$ cat config.mk
export PLATFORM = sky130hd
export DESIGN_NAME = ddd_triangle_sequencer_flat
export DESIGN_NICKNAME = d
export VERILOG_FILES = /design/src/rtl/ddd_pkg.sv /design/src/rtl/ddd_triangle_sequencer_if.sv /design/src/rtl/ddd_vertex_offset.sv /design/src/rtl/ddd_triangle_sequencer.sv /design/src/flat_wrapper.sv
export SDC_FILE = /design/constraint.sdc
export NUM_CORES = 1
export LEC_CHECK = 0
export ABC_AREA = 1
export CORE_ASPECT_RATIO = 1.1
export CORE_MARGIN = 4
export CORE_UTILIZATION = 40
export DETAILED_ROUTE_END_ITERATION = 8
export PLACE_DENSITY_LB_ADDON = 0.08
export SYNTH_ARGS = -nofsm -noshare
export SYNTH_HDL_FRONTEND = slang
export SYNTH_SLANG_ARGS = --single-unit
$ cat constraint.sdc
create_clock -name clk -period 2.9 [get_ports clk]
set_clock_uncertainty 0.1 [all_clocks]
set_input_delay 0.29 -clock clk [delete_from_list [all_inputs] [get_ports clk]]
set_output_delay 0.29 -clock clk [all_outputs]
set_load 0.005 [all_outputs]
$ cat src/rtl/ddd_pkg.sv
// Shared types and constants for the triangle sequencer: vertex layout,
// triangle field offsets and the sequencer state encoding.
package ddd_pkg;

   localparam int TRI_W     = 160;
   localparam int VTX_W     = 48;
   localparam int COLOR_LSB = 144;
   localparam int V0_LSB    = 96;
   localparam int V1_LSB    = 48;
   localparam int V2_LSB    = 0;

   typedef struct packed {
      logic signed [15:0] x;
      logic signed [15:0] y;
      logic signed [15:0] z;
   } vertex_t;

   typedef logic [2:0] seq_state_t;

   localparam seq_state_t ST_IDLE  = 3'd0;
   localparam seq_state_t ST_CHECK = 3'd1;
   localparam seq_state_t ST_EMIT0 = 3'd2;
   localparam seq_state_t ST_EMIT1 = 3'd3;
   localparam seq_state_t ST_EMIT2 = 3'd4;
   localparam seq_state_t ST_DONE  = 3'd5;

   // 17-bit difference clamped symmetrically so -32768 can never appear
   function automatic logic signed [15:0] sat_sub(input logic signed [15:0] a,
                                                  input logic signed [15:0] b,
                                                  input int                 sat);
      logic signed [16:0] d;
      logic signed [16:0] lim;
      logic signed [16:0] nlim;
      d    = {a[15], a} - {b[15], b};
      lim  = 17'(sat);
      nlim = -lim;
      if (d > lim)
         return lim[15:0];
      else if (d < nlim)
         return nlim[15:0];
      else
         return d[15:0];
   endfunction

endpackage

$ cat src/rtl/ddd_triangle_sequencer_if.sv
// Upstream triangle handshake: one whole world-space triangle per transfer.
interface ddd_triangle_sequencer_if;
   import ddd_pkg::*;

   logic [TRI_W-1:0] tri_in;
   logic             tri_last;
   logic             tri_valid;
   logic             tri_ready;

   modport master (output tri_in, output tri_last, output tri_valid, input  tri_ready);
   modport slave  (input  tri_in, input  tri_last, input  tri_valid, output tri_ready);

endinterface

$ cat src/rtl/ddd_vertex_offset.sv
// One vertex translated into camera space with saturation, plus the
// near-plane test on the resulting z.
module ddd_vertex_offset
   import ddd_pkg::*;
#(
   parameter int Z_NEAR  = 16,
   parameter int SAT_MAX = 32767
) (
   input  vertex_t v,
   input  vertex_t cam,
   output vertex_t rel,
   output logic    below_near
);

   localparam logic signed [15:0] ZN = 16'(Z_NEAR);

   always_comb begin
      rel.x      = sat_sub(v.x, cam.x, SAT_MAX);
      rel.y      = sat_sub(v.y, cam.y, SAT_MAX);
      rel.z      = sat_sub(v.z, cam.z, SAT_MAX);
      below_near = (rel.z < ZN);
   end

endmodule

$ cat src/rtl/ddd_triangle_sequencer.sv
// Triangle feeder for the projection stage: camera offset, near-plane cull,
// 3-beat vertex serialisation. DDD_CULL_STATS_EN adds cull/emit counters.
//
// state | meaning
// IDLE  | ready for a triangle; frame_start latches the camera here
// CHECK | offset vertices, decide cull
// EMIT0 | v0 beat with new-triangle marker
// EMIT1 | v1 beat
// EMIT2 | v2 beat; next triangle may be accepted here unless last
// DONE  | one-cycle end-of-frame pulse
module ddd_triangle_sequencer
   import ddd_pkg::*;
#(
   parameter int Z_NEAR  = 16,
   parameter int SAT_MAX = 32767
) (
   input  logic                     clk,
   input  logic                     rst_n,
   input  logic                     frame_start,
   input  logic signed [15:0]       cam_x,
   input  logic signed [15:0]       cam_y,
   input  logic signed [15:0]       cam_z,
   ddd_triangle_sequencer_if.slave  tri_if,
   output logic [VTX_W-1:0]         vertex,
   output logic [15:0]              color,
   output logic                     new_triangle_out,
   output logic                     done_out
`ifdef DDD_CULL_STATS_EN
   ,
   output logic [15:0]              culled_count,
   output logic [15:0]              emitted_count
`endif
);

   seq_state_t       state_q, state_d;
   logic [TRI_W-1:0] tri_q, tri_d;
   logic             last_q, last_d;
   vertex_t          cam_q, cam_d;
   vertex_t          rel1_q, rel1_d;
   vertex_t          rel2_q, rel2_d;
   logic [VTX_W-1:0] vertex_q, vertex_d;
   logic [15:0]      color_q, color_d;
   logic             new_tri_q, new_tri_d;
   logic             done_q, done_d;
   logic             ready_q, ready_d;

   logic             accept;
   logic             cam_load;
   logic             cull;
   vertex_t          v_in [3];
   vertex_t          rel  [3];
   logic             below[3];

   assign v_in[0] = vertex_t'(tri_q[V0_LSB +: VTX_W]);
   assign v_in[1] = vertex_t'(tri_q[V1_LSB +: VTX_W]);
   assign v_in[2] = vertex_t'(tri_q[V2_LSB +: VTX_W]);

   for (genvar i = 0; i < 3; i++) begin : g_off
      ddd_vertex_offset #(.Z_NEAR(Z_NEAR), .SAT_MAX(SAT_MAX)) u_off (
         .v          (v_in[i]),
         .cam        (cam_q),
         .rel        (rel[i]),
         .below_near (below[i])
      );
   end

   assign cull     = below[0] | below[1] | below[2];
   assign accept   = tri_if.tri_valid & ready_q;
   assign cam_load = (state_q == ST_IDLE) & ~accept & frame_start;

   always_comb begin
      state_d = state_q;
      tri_d   = tri_q;
      last_d  = last_q;
      cam_d   = cam_q;
      rel1_d  = rel1_q;
      rel2_d  = rel2_q;
      color_d = color_q;
      if (cam_load)
         cam_d = {cam_x, cam_y, cam_z};
      case (state_q)
         ST_IDLE: begin
            if (accept) begin
               tri_d   = tri_if.tri_in;
               last_d  = tri_if.tri_last;
               state_d = ST_CHECK;
            end
         end
         ST_CHECK: begin
            rel1_d = rel[1];
            rel2_d = rel[2];
            if (cull) begin
               state_d = last_q ? ST_DONE : ST_IDLE;
            end else begin
               color_d = tri_q[COLOR_LSB +: 16];
               state_d = ST_EMIT0;
            end
         end
         ST_EMIT0: state_d = ST_EMIT1;
         ST_EMIT1: state_d = ST_EMIT2;
         ST_EMIT2: begin
            // overlapping the next accept with the last beat keeps 4 cycles/triangle
            if (last_q) begin
               state_d = ST_DONE;
            end else if (accept) begin
               tri_d   = tri_if.tri_in;
               last_d  = tri_if.tri_last;
               state_d = ST_CHECK;
            end else begin
               state_d = ST_IDLE;
            end
         end
         ST_DONE: state_d = ST_IDLE;
         default: state_d = ST_IDLE;
      endcase

      ready_d   = (state_d == ST_IDLE) | ((state_d == ST_EMIT2) & ~last_d);
      new_tri_d = (state_d == ST_EMIT0);
      done_d    = (state_d == ST_DONE);
      case (state_d)
         ST_EMIT0: vertex_d = rel[0];
         ST_EMIT1: vertex_d = rel1_q;
         ST_EMIT2: vertex_d = rel2_q;
         default:  vertex_d = '0;
      endcase
   end

   always_ff @(posedge clk or negedge rst_n) begin
      if (!rst_n) begin
         state_q   <= ST_IDLE;
         tri_q     <= '0;
         last_q    <= 1'b0;
         cam_q     <= '0;
         rel1_q    <= '0;
         rel2_q    <= '0;
         vertex_q  <= '0;
         color_q   <= '0;
         new_tri_q <= 1'b0;
         done_q    <= 1'b0;
         ready_q   <= 1'b0;
      end else begin
         state_q   <= state_d;
         tri_q     <= tri_d;
         last_q    <= last_d;
         cam_q     <= cam_d;
         rel1_q    <= rel1_d;
         rel2_q    <= rel2_d;
         vertex_q  <= vertex_d;
         color_q   <= color_d;
         new_tri_q <= new_tri_d;
         done_q    <= done_d;
         ready_q   <= ready_d;
      end
   end

   assign vertex           = vertex_q;
   assign color            = color_q;
   assign new_triangle_out = new_tri_q;
   assign done_out         = done_q;
   assign tri_if.tri_ready = ready_q;

`ifdef DDD_CULL_STATS_EN
   logic [15:0] culled_q, culled_d;
   logic [15:0] emitted_q, emitted_d;

   always_comb begin
      culled_d  = culled_q;
      emitted_d = emitted_q;
      if (cam_load) begin
         culled_d  = '0;
         emitted_d = '0;
      end
      if ((state_q == ST_CHECK) && cull && (culled_q != 16'hFFFF))
         culled_d = culled_q + 16'd1;
      if ((state_q == ST_EMIT2) && (emitted_q != 16'hFFFF))
         emitted_d = emitted_q + 16'd1;
   end

   always_ff @(posedge clk or negedge rst_n) begin
      if (!rst_n) begin
         culled_q  <= '0;
         emitted_q <= '0;
      end else begin
         culled_q  <= culled_d;
         emitted_q <= emitted_d;
      end
   end

   assign culled_count  = culled_q;
   assign emitted_count = emitted_q;
`endif

endmodule
$ cat src/flat_wrapper.sv
// flat-port wrapper written by rule: the top's interface ports become plain ports
module ddd_triangle_sequencer_flat import ddd_pkg::*;
#(
   parameter int Z_NEAR  = 16,
   parameter int SAT_MAX = 32767
)
  (clk, rst_n, frame_start, cam_x, cam_y, cam_z, vertex, color, new_triangle_out, done_out, tri_if_tri_in, tri_if_tri_last, tri_if_tri_valid, tri_if_tri_ready);
  ddd_triangle_sequencer_if tri_if_i ();
  input  logic clk;
  input  logic rst_n;
  input  logic frame_start;
  input  logic signed [15:0] cam_x;
  input  logic signed [15:0] cam_y;
  input  logic signed [15:0] cam_z;
  output logic [VTX_W-1:0] vertex;
  output logic [15:0] color;
  output logic new_triangle_out;
  output logic done_out;
  input wire logic [$bits(tri_if_i.tri_in)-1:0] tri_if_tri_in;
  input wire logic [$bits(tri_if_i.tri_last)-1:0] tri_if_tri_last;
  input wire logic [$bits(tri_if_i.tri_valid)-1:0] tri_if_tri_valid;
  output wire logic [$bits(tri_if_i.tri_ready)-1:0] tri_if_tri_ready;
  assign tri_if_i.tri_in = tri_if_tri_in;
  assign tri_if_i.tri_last = tri_if_tri_last;
  assign tri_if_i.tri_valid = tri_if_tri_valid;
  assign tri_if_tri_ready = tri_if_i.tri_ready;
  ddd_triangle_sequencer #(.Z_NEAR(Z_NEAR), .SAT_MAX(SAT_MAX)) u_core (.clk(clk), .rst_n(rst_n), .frame_start(frame_start), .cam_x(cam_x), .cam_y(cam_y), .cam_z(cam_z), .tri_if(tri_if_i), .vertex(vertex), .color(color), .new_triangle_out(new_triangle_out), .done_out(done_out));
endmodule
# Yosys cells after proc, flatten, opt, wreduce, memory -nomap -nowiden
# Cells that the tools add are included.
# classes
n_addsub,9
magnitude_cmp,21
eq_ne,9
mux,32
bitwise,10
reduce_logical,5
# op_table
operator,count
two-way mux 160 bit,2
one-hot mux 160 bit (2 select lines),1
two-way mux 16 bit,18
greater-than comparator 17 x 16 -> 1 bit (second input constant),9
less-than comparator 17 x 16 -> 1 bit (second input constant),9
subtractor 16 x 16 -> 17 bit,9
one-hot mux 48 bit (3 select lines),1
less-than comparator 16 x 6 -> 1 bit (second input constant),3
one-hot mux 3 bit (5 select lines),1
equality test 3 x 2 -> 1 bit (second input constant),4
two-way mux 3 bit,4
equality test 3 bit (second input constant),3
zero test 3 bit,2
AND 1 bit,4
two-way mux 1 bit,4
AND reduction 2 bit,2
equality test 3 x 1 -> 1 bit (second input constant),1
inverter 1 bit,3
bitwise OR 1 bit,3
!= test 2 bit (second input constant),1
one-hot mux 1 bit (2 select lines),1
nonzero test 2 bit,1
# word_totals
ff_bits,375
wordCells,103

# Logic depth before layout (Yosys ltp)
# Gate-level depths: netlist of run 1.
# depth
ltp_word,12
ltp_mapped,29

# By module
# A second synthesis of run 1 with hierarchy kept.
# hier_totals
hier_cells,3630
hier_area_um2,25445.7
# modules_own_cells
module,instances,cells_per_inst,area_each_um2,seq_area_each_um2
ddd_triangle_sequencer,1,1626,14690.3,9384.0
ddd_vertex_offset (u_core.g_off[1].u_off),1,670,3618.5,0.0
ddd_vertex_offset (u_core.g_off[0].u_off),1,699,3597.2,0.0
ddd_vertex_offset (u_core.g_off[2].u_off),1,635,3539.6,0.0

# Worst setup path before layout of run 1
# No wires, ideal clock.
# synth_path
kind,flip-flop to flip-flop
startpoint,register u_core.cam_q[0] (netlist bit)
endpoint,register u_core.color_q[0] (netlist: u_core.color[0])
setup_ps,116
arrival_time_ps,2665
path_slack_ps,18
path_stages_with_launch,23
path_buffers,2
path_cell_list,dfrtp_1 > ha_1 > fa_1 > inv_1 > nand3_1 > nand2_1 > nand3_1 > nand2_1 > nand3_1 > nand2_1 > nor2_1 > a21oi_2 > inv_1 > nand2_2 > nand2_1 > nand4_1 > nor2_2 > nor2_4 > nand3_4 > buf_12 > buf_12 > nand2_2 > nand2_1
# synth_via
elab_chain_cells,9
elab_cells_between_ends,22
cone_classes,add/sub: 3; order compare: 9; mux: 6; bitwise: 3; reduce/logical: 1
# synth_rtl
item,line_no,rtl
"start, declared",ddd_triangle_sequencer.sv:38,"vertex_t cam_q, cam_d;"
"start signal, assigned",ddd_triangle_sequencer.sv:145,cam_q <= cam_d;
subtractor 16 x 16 -> 17 bit,ddd_pkg.sv:34,"d = {a[15], a} - {b[15], b};"
less-than comparator 17 x 16 -> 1 bit,ddd_pkg.sv:39,else if (d < nlim)
two-way mux 16 bit,ddd_pkg.sv:39,
two-way mux 16 bit,ddd_pkg.sv:37,if (d > lim)
less-than comparator 16 x 6 -> 1 bit,ddd_vertex_offset.sv:21,below_near = (rel.z < ZN);
bitwise OR 1 bit,ddd_triangle_sequencer.sv:67,assign cull = below[0] | below[1] | below[2];
bitwise OR 1 bit *,ddd_triangle_sequencer.sv:67,
inverter 1 bit (no source line) *,--,
AND reduction 2 bit (no source line) *,--,
"end signal, assigned",ddd_triangle_sequencer.sv:149,color_q <= color_d;
"end, declared",ddd_triangle_sequencer.sv:42,"logic [15:0] color_q, color_d;"
# Mark *: on every way between the ends. The rest lies on a longest branch, timed or not.
# A chain may end at the register's enable or synchronous reset.

# Final worst setup path of run 1
# layout_path
startpoint,register u_core.cam_q[0] (netlist bit)
endpoint,register u_core.vertex_q[42] (netlist: u_core.vertex[42])
# layout_via
elab_chain_cells,11
elab_cells_between_ends,26
cone_classes,add/sub: 3; order compare: 9; eq/ne: 3; mux: 9; bitwise: 2
# layout_rtl
item,line_no,rtl
subtractor 16 x 16 -> 17 bit,ddd_pkg.sv:34,
less-than comparator 17 x 16 -> 1 bit,ddd_pkg.sv:39,
two-way mux 16 bit,ddd_pkg.sv:39,
two-way mux 16 bit,ddd_pkg.sv:37,
less-than comparator 16 x 6 -> 1 bit,ddd_vertex_offset.sv:21,
bitwise OR 1 bit,ddd_triangle_sequencer.sv:67,
bitwise OR 1 bit *,ddd_triangle_sequencer.sv:67,
two-way mux 3 bit *,ddd_triangle_sequencer.sv:92,if (cull) begin
one-hot mux 3 bit (5 select lines) *,ddd_triangle_sequencer.sv:81,case (state_q)
equality test 3 bit / equality test 3 x 2 -> 1 bit (equally long branches),ddd_triangle_sequencer.sv:120,case (state_d)
one-hot mux 48 bit (3 select lines) *,ddd_triangle_sequencer.sv:120,
net u_core.vertex_d[42],ddd_triangle_sequencer.sv:41,"logic [VTX_W-1:0] vertex_q, vertex_d;"
"end signal, assigned",ddd_triangle_sequencer.sv:148,vertex_q <= vertex_d;
"end, declared",ddd_triangle_sequencer.sv:41,
# The timed path passes the listed nets; every way through them passes the cells marked *.

==> impl_metrics.env, run 1 <==
export IMPL_wirelength_um=78500
export IMPL_critPathLaunchType="flip-flop"
export IMPL_fp_coreArea_um2=56400
export IMPL_n_antenna_cell=0
export IMPL_netlist_area_um2=22900
export IMPL_grt_pass1_vias=22152
export IMPL_min_period_ps=3250
export IMPL_initial_core_util=0.406
export IMPL_portBuffers=279
export IMPL_synth_edf_count=0
export IMPL_grtUsageTotal=0.243
export IMPL_drc=0
export IMPL_grt_max_degree=86
export IMPL_path_clk_slew_ps=60
export IMPL_grt_overflow=0
export IMPL_synthArstFlopShare=1.00
export IMPL_status="finished, violations left"
export IMPL_gp_congestion=0.897
export IMPL_fin_hold_ws_ps=126
export IMPL_cp_data_required_time_ps=3260
export IMPL_critPathTopFamily="simple AND/OR/NAND/NOR gates"
export IMPL_dp_hpwl_um=58500
export IMPL_drt_iter0_markers=1188
export IMPL_hold_viol=0
export IMPL_rsz0062_at_grt="yes"
export IMPL_die_h_um=259
export IMPL_fmax_mhz=307
export IMPL_worstSetupPathType="flip-flop to flip-flop"
export IMPL_row_count=91
export IMPL_period_share=1.12
export IMPL_syn_inst=2724
export IMPL_final_util=0.598
export IMPL_antenna_found_initial=0
export IMPL_setup_violations_final=128
export IMPL_die_width_um=236
export IMPL_htree_num_levels=2
export IMPL_wl_per_cell_um=18.3
export IMPL_crit_arrival_ps=3610
export IMPL_synth_seq_cells=375
export IMPL_tns_ps=-27850
export IMPL_critical_path_buf_inv_count=4
export IMPL_worst_pin_slew_ps=644
export IMPL_critPathMaxFanout=8
export IMPL_avgSynthCellArea_um2=8.40
export IMPL_viasPerCell=5.01
export IMPL_timing_critical_path_mode_cell="nand2_2"
export IMPL_ctsLongestPathBuffers=3
export IMPL_cts_sinks=375
export IMPL_violations="setup timing"
export IMPL_die_area_um2=61100
export IMPL_hold_path_class="input port to async pin"
export IMPL_numCtsBuffers=44
export IMPL_worst_slack_ps=-353
export IMPL_crit_chain="buf_6 -> ha_4 -> fa_2 -> inv_4 -> nand3_2 -> nand2_2 -> nand3_2 -> nand2_2 -> nand2_1 -> nand2_1 -> nand3_1 -> nor2_1 -> nand3_1 -> nand2_2 -> nand2_4 -> o21ai_2 -> nand4_1 -> nor2_2 -> nor2_4 -> nand3_4 -> buf_12 -> buf_6 -> o21ai_0"
export IMPL_drv_slew=0
export IMPL_grt_pass1_wl_um=119000
export IMPL_clk_latency_ps=580
export IMPL_cap_violations=0
export IMPL_synthesis_nets=3090
export IMPL_cts_tree="built"
export IMPL_synth_seq_area_share=0.410
export IMPL_pre_cts_ws_ps=-506
export IMPL_area_growth_pct=47.4
export IMPL_critPathMaxStageDelay_ps=440
export IMPL_root_buffer="clkbuf_16"
export IMPL_dr_pass1_iters=5
export IMPL_relSlewSlack=0.570
export IMPL_cpMaxStageDelayCell="dfrtp_2"
export IMPL_yosysUniqueCellTypes=63
export IMPL_top_level_ports=280
export IMPL_route_vias_total=21512
export IMPL_drive_above_1_share=0.330
export IMPL_ant_nets=0
export IMPL_crit_path_end_kind="flip-flop"
export IMPL_ys_warn_count=0
export IMPL_synth_main_ff_cell="dfrtp_1"
export IMPL_nets=3886
==> cell usage after synthesis (all sizes together), types with 33 or more instances <==
library cell    n  area share
a22oi          51       0.017
clkbuf         62       0.010
ha            144       0.079
nor2          194       0.034
a21oi         208       0.047
nor3           42      0.0092
nand3         149       0.034
inv           353       0.058
o21ai         107       0.026
mux2          140       0.069
xor2           64       0.025
dfrtp         375        0.41
a21boi         38       0.012
or2            33      0.0090
nand2         597        0.10
==> cell usage in the layout, fill, tap and decap left out, types with 27 or more instances in the layout <==
cell,count
dfrtp_1,373
nor2_1,175
a2bb2oi_1,27
o21ai_2,39
or2_2,32
ha_1,119
a21oi_2,29
inv_1,318
clkbuf_16,49
buf_4,490
o21ai_0,47
nand2_2,99
a22oi_1,49
xor2_1,55
a21oi_1,176
inv_2,32
mux2_2,140
nand3_1,104
clkdlybuf4s50_1,278
nand3_2,38
buf_6,31
nand2_1,477
==> per-layer routing <==
metal	wire, µm	GRT usage	vias to the layer above
met3	2780	0.0296	117
li1	-	-	10587
met2	39000	0.428	442
met1	34400	0.317	10366
met4	2340	0.0689	0
met5	0	0	-
==> registers in the layout, summed over array words and instances (netlist names) <==
| signal | flops |
|---|---|
| u_core.cam_q | 48 |
| u_core.rel1_q | 48 |
| u_core.color | 16 |
| u_core.tri_q | 160 |
| u_core.vertex | 48 |
| u_core.tri_if.tri_ready | 1 |
| u_core.done_out | 1 |
| u_core.new_triangle_out | 1 |
| u_core.last_q | 1 |
| u_core.rel2_q | 48 |
| u_core.state_q | 3 |
==> layout make-up <==
| class | instances | area (µm²) |
|---|---|---|
| fill | 5081 | 22600 |
| sequential | 375 | 9390 |
| tap | 744 | 931 |
| clock buffer | 64 | 1280 |
| multi-input combinational | 1916 | 13300 |
| clock inverter | 12 | 126 |
| inverter | 355 | 1340 |
| timing repair buffer | 828 | 7390 |
==> path summary, 6_finish.rpt <==
path | start | cells past startpoint | slack [ps] | to
setup / recovery | u_core.cam_q[0]$_DFFE_PN0P_ | 23 | -350 | u_core.vertex[42]$_DFF_PN0_
min in group clk | cam_x[1] | 3 | 190 | u_core.cam_q[33]$_DFFE_PN0P_
hold reg to reg | u_core.tri_q[147]$_DFFE_PN0P_ | 2 | 370 | u_core.color[3]$_DFFE_PN0P_
hold / removal | rst_n | 2 | 130 | u_core.tri_q[51]$_DFFE_PN0P_
setup reg to reg | u_core.cam_q[0]$_DFFE_PN0P_ | 23 | -350 | u_core.vertex[42]$_DFF_PN0_
max in group asynchronous | rst_n | 3 | 1730 | u_core.cam_q[34]$_DFFE_PN0P_
==> cells by family (layout without fill, tap and decap cells) <==
family                   count (synthesis)  count (layout)  synth area share
buffers and inverters                  434            1259            0.0741
multiplexers                           140             140            0.0689
AO/OA/AOI/OAI                          485             485             0.131
flip-flops                             375             375             0.410
XOR/XNOR                                81              81            0.0317
AND/OR/NAND/NOR                       1056            1057             0.198
adder cells (fa/ha/maj)                153             153            0.0866
==> through the flow <==
stage | area [µm²] | cells
final | 33700 | 4294
after CTS | 32500 | 4266
after detailed placement | 30000 | 4143
after floorplan | 22900 | 2724
after global placement | 30000 | 4143
after global routing | 33700 | 4294
==> what timing repair did <==
action,CTS,global route
gates cloned,5,7
hold endpoints to repair,218,0
pin swaps,55,119
endpoints found under the setup margin,148,158
buffers inserted,41,28
resized for setup,181,291
hold buffers,1,0
Power of run 1 is not shown: default switching activity piles up to over one toggle a cycle in this logic, so the estimate is an artifact.
==> run 2, diff against run 1 <==
ABC_AREA = not set   (was 1)
clock period = 2.8 ns   (was 2.9 ns; I/O delays follow)
==> impl_metrics.env, run 2 <==
export IMPL_status="finished, violations left"
export IMPL_violations="setup timing"
export IMPL_critPathLaunchType="flip-flop"
export IMPL_drive_above_1_share=0.418
export IMPL_grtUsageTotal=0.246
export IMPL_grt_pass1_vias=21549
export IMPL_grt_pass1_wl_um=118000
export IMPL_synth_area_top_cells="dfrtp_1 (42%), mux2_2 (11%), ha_1 (8.0%)"
export IMPL_die_h_um=257
export IMPL_worst_slack_ps=-963
export IMPL_critPathMaxFanout=7
export IMPL_dr_pass1_iters=5
export IMPL_final_common_cell="buf_4"
export IMPL_row_count=91
export IMPL_wirelength_um=77000
export IMPL_hold_viol=0
export IMPL_drc=0
export IMPL_numCtsBuffers=44
export IMPL_ys_warn_count=0
export IMPL_fmax_mhz=266
export IMPL_clk_latency_ps=580
export IMPL_viasPerCell=5.33
export IMPL_hold_path_class="input port to async pin"
export IMPL_synth_common_cells="dfrtp_1 (375), mux2_2 (212), ha_1 (144)"
export IMPL_cap_violations=0
export IMPL_synth_top_cell_area_share=0.416
export IMPL_relSlewSlack=0.577
export IMPL_fin_hold_ws_ps=164
export IMPL_setup_violations_final=164
export IMPL_gp_congestion=0.888
export IMPL_yosysMostFrequentCell="dfrtp_1"
export IMPL_drv_slew=0
export IMPL_initial_core_util=0.403
export IMPL_htree_num_levels=2
export IMPL_min_period_ps=3760
export IMPL_cts_tree="built"
export IMPL_rsz0062_at_grt="yes"
export IMPL_ant_nets=0
export IMPL_route_vias_total=20572
export IMPL_synthesis_nets=2569
export IMPL_portBuffers=279
export IMPL_antenna_found_initial=2
export IMPL_synthArstFlopShare=1.00
export IMPL_syn_inst=2203
export IMPL_crit_arrival_ps=4120
export IMPL_largest_reg_flops=160
export IMPL_cts_sinks=375
export IMPL_die_area_um2=60300
export IMPL_ctsLongestPathBuffers=3
export IMPL_netlist_area_um2=22600
export IMPL_worst_pin_slew_ps=635
export IMPL_dp_hpwl_um=57300
export IMPL_path_clk_slew_ps=60
export IMPL_synth_edf_count=0
export IMPL_final_area_um2=35000
export IMPL_area_growth_pct=55.0
export IMPL_grt_max_degree=126
export IMPL_largest_register="u_core.tri_q"
export IMPL_mostFrequentLayoutCells="buf_4 (544), dfrtp_1 (374), clkdlybuf4s50_1 (278)"
export IMPL_fp_coreArea_um2=56000
export IMPL_die_width_um=234
export IMPL_synth_main_ff_cell="dfrtp_1"
export IMPL_top_level_ports=280
export IMPL_synth_seq_cells=375
export IMPL_dp_cells=3683
export IMPL_yosysUniqueCellTypes=97
export IMPL_n_antenna_cell=0
export IMPL_root_buffer="clkbuf_16"
export IMPL_wl_per_cell_um=20.0
export IMPL_worstSetupPathType="flip-flop to flip-flop"
export IMPL_yosysTopAreaCell="dfrtp_1"
export IMPL_avgSynthCellArea_um2=10.2
export IMPL_period_share=1.34
export IMPL_stdcell_count=3857
export IMPL_grt_overflow=0
export IMPL_dpl_cell_area_um2=30700
export IMPL_final_util=0.624
export IMPL_synth_seq_area_share=0.416
export IMPL_nets=3446
export IMPL_crit_path_end_kind="flip-flop"
export IMPL_drt_iter0_markers=874
export IMPL_cp_data_required_time_ps=3160
## run 2: cell types whose count changed after synthesis, sizes merged, moves of 34 or more
cell | previous run | this run
nand3 | 149 | 32
mux2 | 140 | 228
nand2 | 597 | 126
a221o | 0 | 39
inv | 353 | 122
xor2 | 64 | 30
nor2 | 194 | 134
xnor2 | 17 | 51
a21oi | 208 | 115
o21ai | 107 | 148
## run 2: logic make-up after synthesis
group	after synthesis	share of synthesized area
AND/OR/NAND/NOR	521	0.116
buffers and inverters	211	0.0363
adder cells (fa/ha/maj)	181	0.100
XOR/XNOR	81	0.0314
multiplexers	229	0.114
flip-flops	375	0.416
AO/OA/AOI/OAI	605	0.186
## run 2: worst paths after layout
kind	slack, ps	depth (start not counted)	start	to
worst max-delay path	-960	15	u_core.cam_q[0]$_DFFE_PN0P_	u_core.color[1]$_DFFE_PN0P_
worst min-delay path	160	2	rst_n	u_core.tri_q[153]$_DFFE_PN0P_
worst max register to register	-960	15	u_core.cam_q[0]$_DFFE_PN0P_	u_core.color[1]$_DFFE_PN0P_
worst min register to register	380	2	u_core.rel1_q[3]$_DFFE_PN0N_	u_core.rel1_q[3]$_DFFE_PN0N_
max in group asynchronous	1580	3	rst_n	u_core.cam_q[1]$_DFFE_PN0P_
min in group clk	210	2	tri_if_tri_in[114]	u_core.tri_q[114]$_DFFE_PN0P_
## run 2: timing repair
| item | in CTS | in global routing |
|---|---|---|
| resized for setup | 309 | 168 |
| gates cloned | 4 | 4 |
| pin swaps | 97 | 101 |
| setup endpoints to repair | 164 | 165 |
| hold buffers | 1 | 0 |
| hold endpoints to repair | 65 | 0 |
| buffers inserted | 51 | 54 |
## run 2: cell type report
type | instances | area [µm²]
clock buffers | 61 | 1290
repair buffers | 920 | 8250
multi-input cells | 1617 | 14500
clock inverters | 18 | 174
inverters | 122 | 465
fillers | 4759 | 21000
flip-flops and latches | 375 | 9390
well taps | 744 | 931
## run 2: metrics by stage
step	setup TNS (ps)	setup slack, ps
2_1_floorplan	-47230	-545
3_3_place_gp	-127770	-1180
3_5_place_dp	-133190	-1190
4_1_cts	-102890	-913
5_1_grt	-128940	-1040
6_report	-111120	-963
## run 2: worst max-delay path, cell delays in order (launching register included)
cell and delay, ps:
dfrtp_1 410, buf_6 150, ha_4 160, fa_2 340
nand2b_4 150, a21o_1 210, a21oi_4 300, nor3_2 100
o221a_2 290, and3_4 180, a2111oi_4 360, nand3_4 180
buf_12 190, inv_8 50, buf_12 130, mux2_4 310
## run 2: layer usage
metal | share of wire | track usage | up-vias
met5 | 0.00017 | 0 | -
met4 | 0.023 | 0.0624 | 2
met3 | 0.043 | 0.0414 | 101
met2 | 0.49 | 0.417 | 383
met1 | 0.45 | 0.329 | 10208
li1 | - | - | 9878
Power of run 2 is left out for the same reason.
==> run 3, diff against run 2 <==
--- a/config.mk
+++ b/config.mk
@@ -7,2 +7,4 @@
 export LEC_CHECK = 0
+export CELL_PAD_IN_SITES_DETAIL_PLACEMENT = 1
+export CELL_PAD_IN_SITES_GLOBAL_PLACEMENT = 1
 export CORE_ASPECT_RATIO = 1.1
==> constraint.sdc (replaced) <==
create_clock -name clk -period 2.8 [get_ports clk]
set_clock_uncertainty 0.1 [all_clocks]
set_input_delay 0.56 -clock clk [delete_from_list [all_inputs] [get_ports clk]]
set_output_delay 0.56 -clock clk [all_outputs]
set_load 0.005 [all_outputs]
==> impl_metrics.env, run 3 (synthesis results as in run 2) <==
export IMPL_status="finished, violations left"
export IMPL_violations="setup timing"
export IMPL_drt_iter0_markers=896
export IMPL_setup_violations_final=164
export IMPL_hold_viol=0
export IMPL_row_count=91
export IMPL_worst_slack_ps=-1020
export IMPL_largest_register="u_core.tri_q"
export IMPL_htree_num_levels=2
export IMPL_cap_violations=0
export IMPL_crit_arrival_ps=4170
export IMPL_cts_sinks=375
export IMPL_viasPerCell=5.54
export IMPL_drive_above_1_share=0.408
export IMPL_dr_pass1_iters=7
export IMPL_grtUsageTotal=0.281
export IMPL_die_h_um=257
export IMPL_dp_hpwl_um=63500
export IMPL_portBuffers=279
export IMPL_min_period_ps=3820
export IMPL_tns_ps=-124960
export IMPL_die_area_um2=60300
export IMPL_critPathMaxFanout=4
export IMPL_grt_max_degree=126
export IMPL_fp_coreArea_um2=56000
export IMPL_die_width_um=234
export IMPL_initial_core_util=0.403
export IMPL_antenna_found_initial=4
export IMPL_grt_pass1_vias=23629
export IMPL_final_common_cell="buf_4"
export IMPL_use_met3=0.0376
export IMPL_ant_nets=0
export IMPL_nets=3429
export IMPL_ctsLongestPathBuffers=3
export IMPL_path_clk_slew_ps=60
export IMPL_critPathLaunchType="flip-flop"
export IMPL_grt_busiest_layer="met2"
export IMPL_crit_path_end_kind="flip-flop"
export IMPL_period_share=1.36
export IMPL_drc=0
export IMPL_wirelength_um=87500
export IMPL_use_met1=0.352
export IMPL_gp_congestion=0.883
export IMPL_numCtsBuffers=45
export IMPL_fmax_mhz=262
export IMPL_drv_slew=0
export IMPL_mostFrequentLayoutCells="buf_4 (549), dfrtp_1 (372), clkdlybuf4s50_1 (278)"
export IMPL_route_vias_total=21272
export IMPL_clk_latency_ps=580
export IMPL_grt_pass1_wl_um=134000
export IMPL_largest_reg_flops=160
export IMPL_hold_path_class="input port to async pin"
export IMPL_cts_tree="built"
export IMPL_rsz0062_at_grt="yes"
export IMPL_worstSetupPathType="flip-flop to flip-flop"
export IMPL_top_level_ports=280
export IMPL_area_growth_pct=53.7
export IMPL_grt_util_met2=0.502
export IMPL_worst_pin_slew_ps=693
export IMPL_cp_data_required_time_ps=3150
export IMPL_relSlewSlack=0.538
export IMPL_wl_per_cell_um=22.8
export IMPL_grt_overflow=0
export IMPL_root_buffer="clkbuf_16"
## run 3: cell types whose count changed in the layout (fill, tap and decap cells not counted), moves of 5 or more
cell	before	now
maj3_1	10	19
buf_4	544	549
o21ai_4	11	19
clkinvlp_4	6	1
maj3_2	18	9
clkbuf_1	7	12
a21oi_2	32	39
buf_6	64	45
a21oi_4	11	6
o21ai_1	43	38
## run 3: worst paths after layout
check	startpoint	slack (ps)	depth (start not counted)	endpoint
worst min-delay path	rst_n	370	2	u_core.tri_q[152]$_DFFE_PN0P_
worst min register to register	u_core.rel1_q[3]$_DFFE_PN0N_	370	2	u_core.rel1_q[3]$_DFFE_PN0N_
worst max-delay path	u_core.cam_q[0]$_DFFE_PN0P_	-1020	14	u_core.color[2]$_DFFE_PN0P_
min in group clk	u_core.rel1_q[3]$_DFFE_PN0N_	370	2	u_core.rel1_q[3]$_DFFE_PN0N_
max in group asynchronous	rst_n	1360	4	u_core.rel1_q[39]$_DFFE_PN0N_
worst max register to register	u_core.cam_q[0]$_DFFE_PN0P_	-1020	14	u_core.color[2]$_DFFE_PN0P_
## run 3: metal layers
layer	share of wire	vias to the layer above
li1	-	9853
met1	0.41	10829
met2	0.52	449
met3	0.039	141
met4	0.032	0
met5	0	-
## run 3: final cells by class
cell class | count | area [µm²]
well taps | 744 | 931
multi-input cells | 1618 | 14500
inverters | 122 | 470
clock buffers | 64 | 1270
fillers | 5930 | 21300
repair buffers | 900 | 7970
repair inverters | 1 | 16.3
diodes | 4 | 10.0
flip-flops and latches | 375 | 9390
clock inverters | 10 | 156
## run 3: worst max-delay path, cell delays in order (launching register included)
cell and delay [ps]:
dfrtp_2 460, ha_4 180, fa_2 340, nand2b_4 180
a21oi_4 230, o311a_1 240, o21ai_2 80, a211o_1 280
or4_4 500, nand4bb_4 290, nand3_4 180, buf_12 160
buf_12 120, inv_12 40, mux2_4 300
## run 3: per-stage QoR
step | worst slack (ps) | utilization | instance area (µm²) | instances | hold slack (ps)
final | -1020 | 0.619 | 34700 | 3838 | 370
after global placement | -1150 | 0.543 | 30400 | 3658 | 354
after floorplan | -545 | - | 23000 | 2203 | 164
after detailed placement | -1210 | 0.543 | 30400 | 3658 | 362
after CTS | -971 | 0.606 | 34000 | 3810 | 352
after global routing | -1160 | 0.619 | 34700 | 3838 | 379
## run 3: what timing repair did
item                                    in CTS  in global routing
pin swaps                                  134                 96
gates resized for setup                    344                112
endpoints found under the hold margin       32                  0
hold buffers                                 1                  0
cloned                                       6                  1
endpoints found under the setup margin     163                164
buffers inserted                            74                 33
Power of run 3 is left out for the same reason.
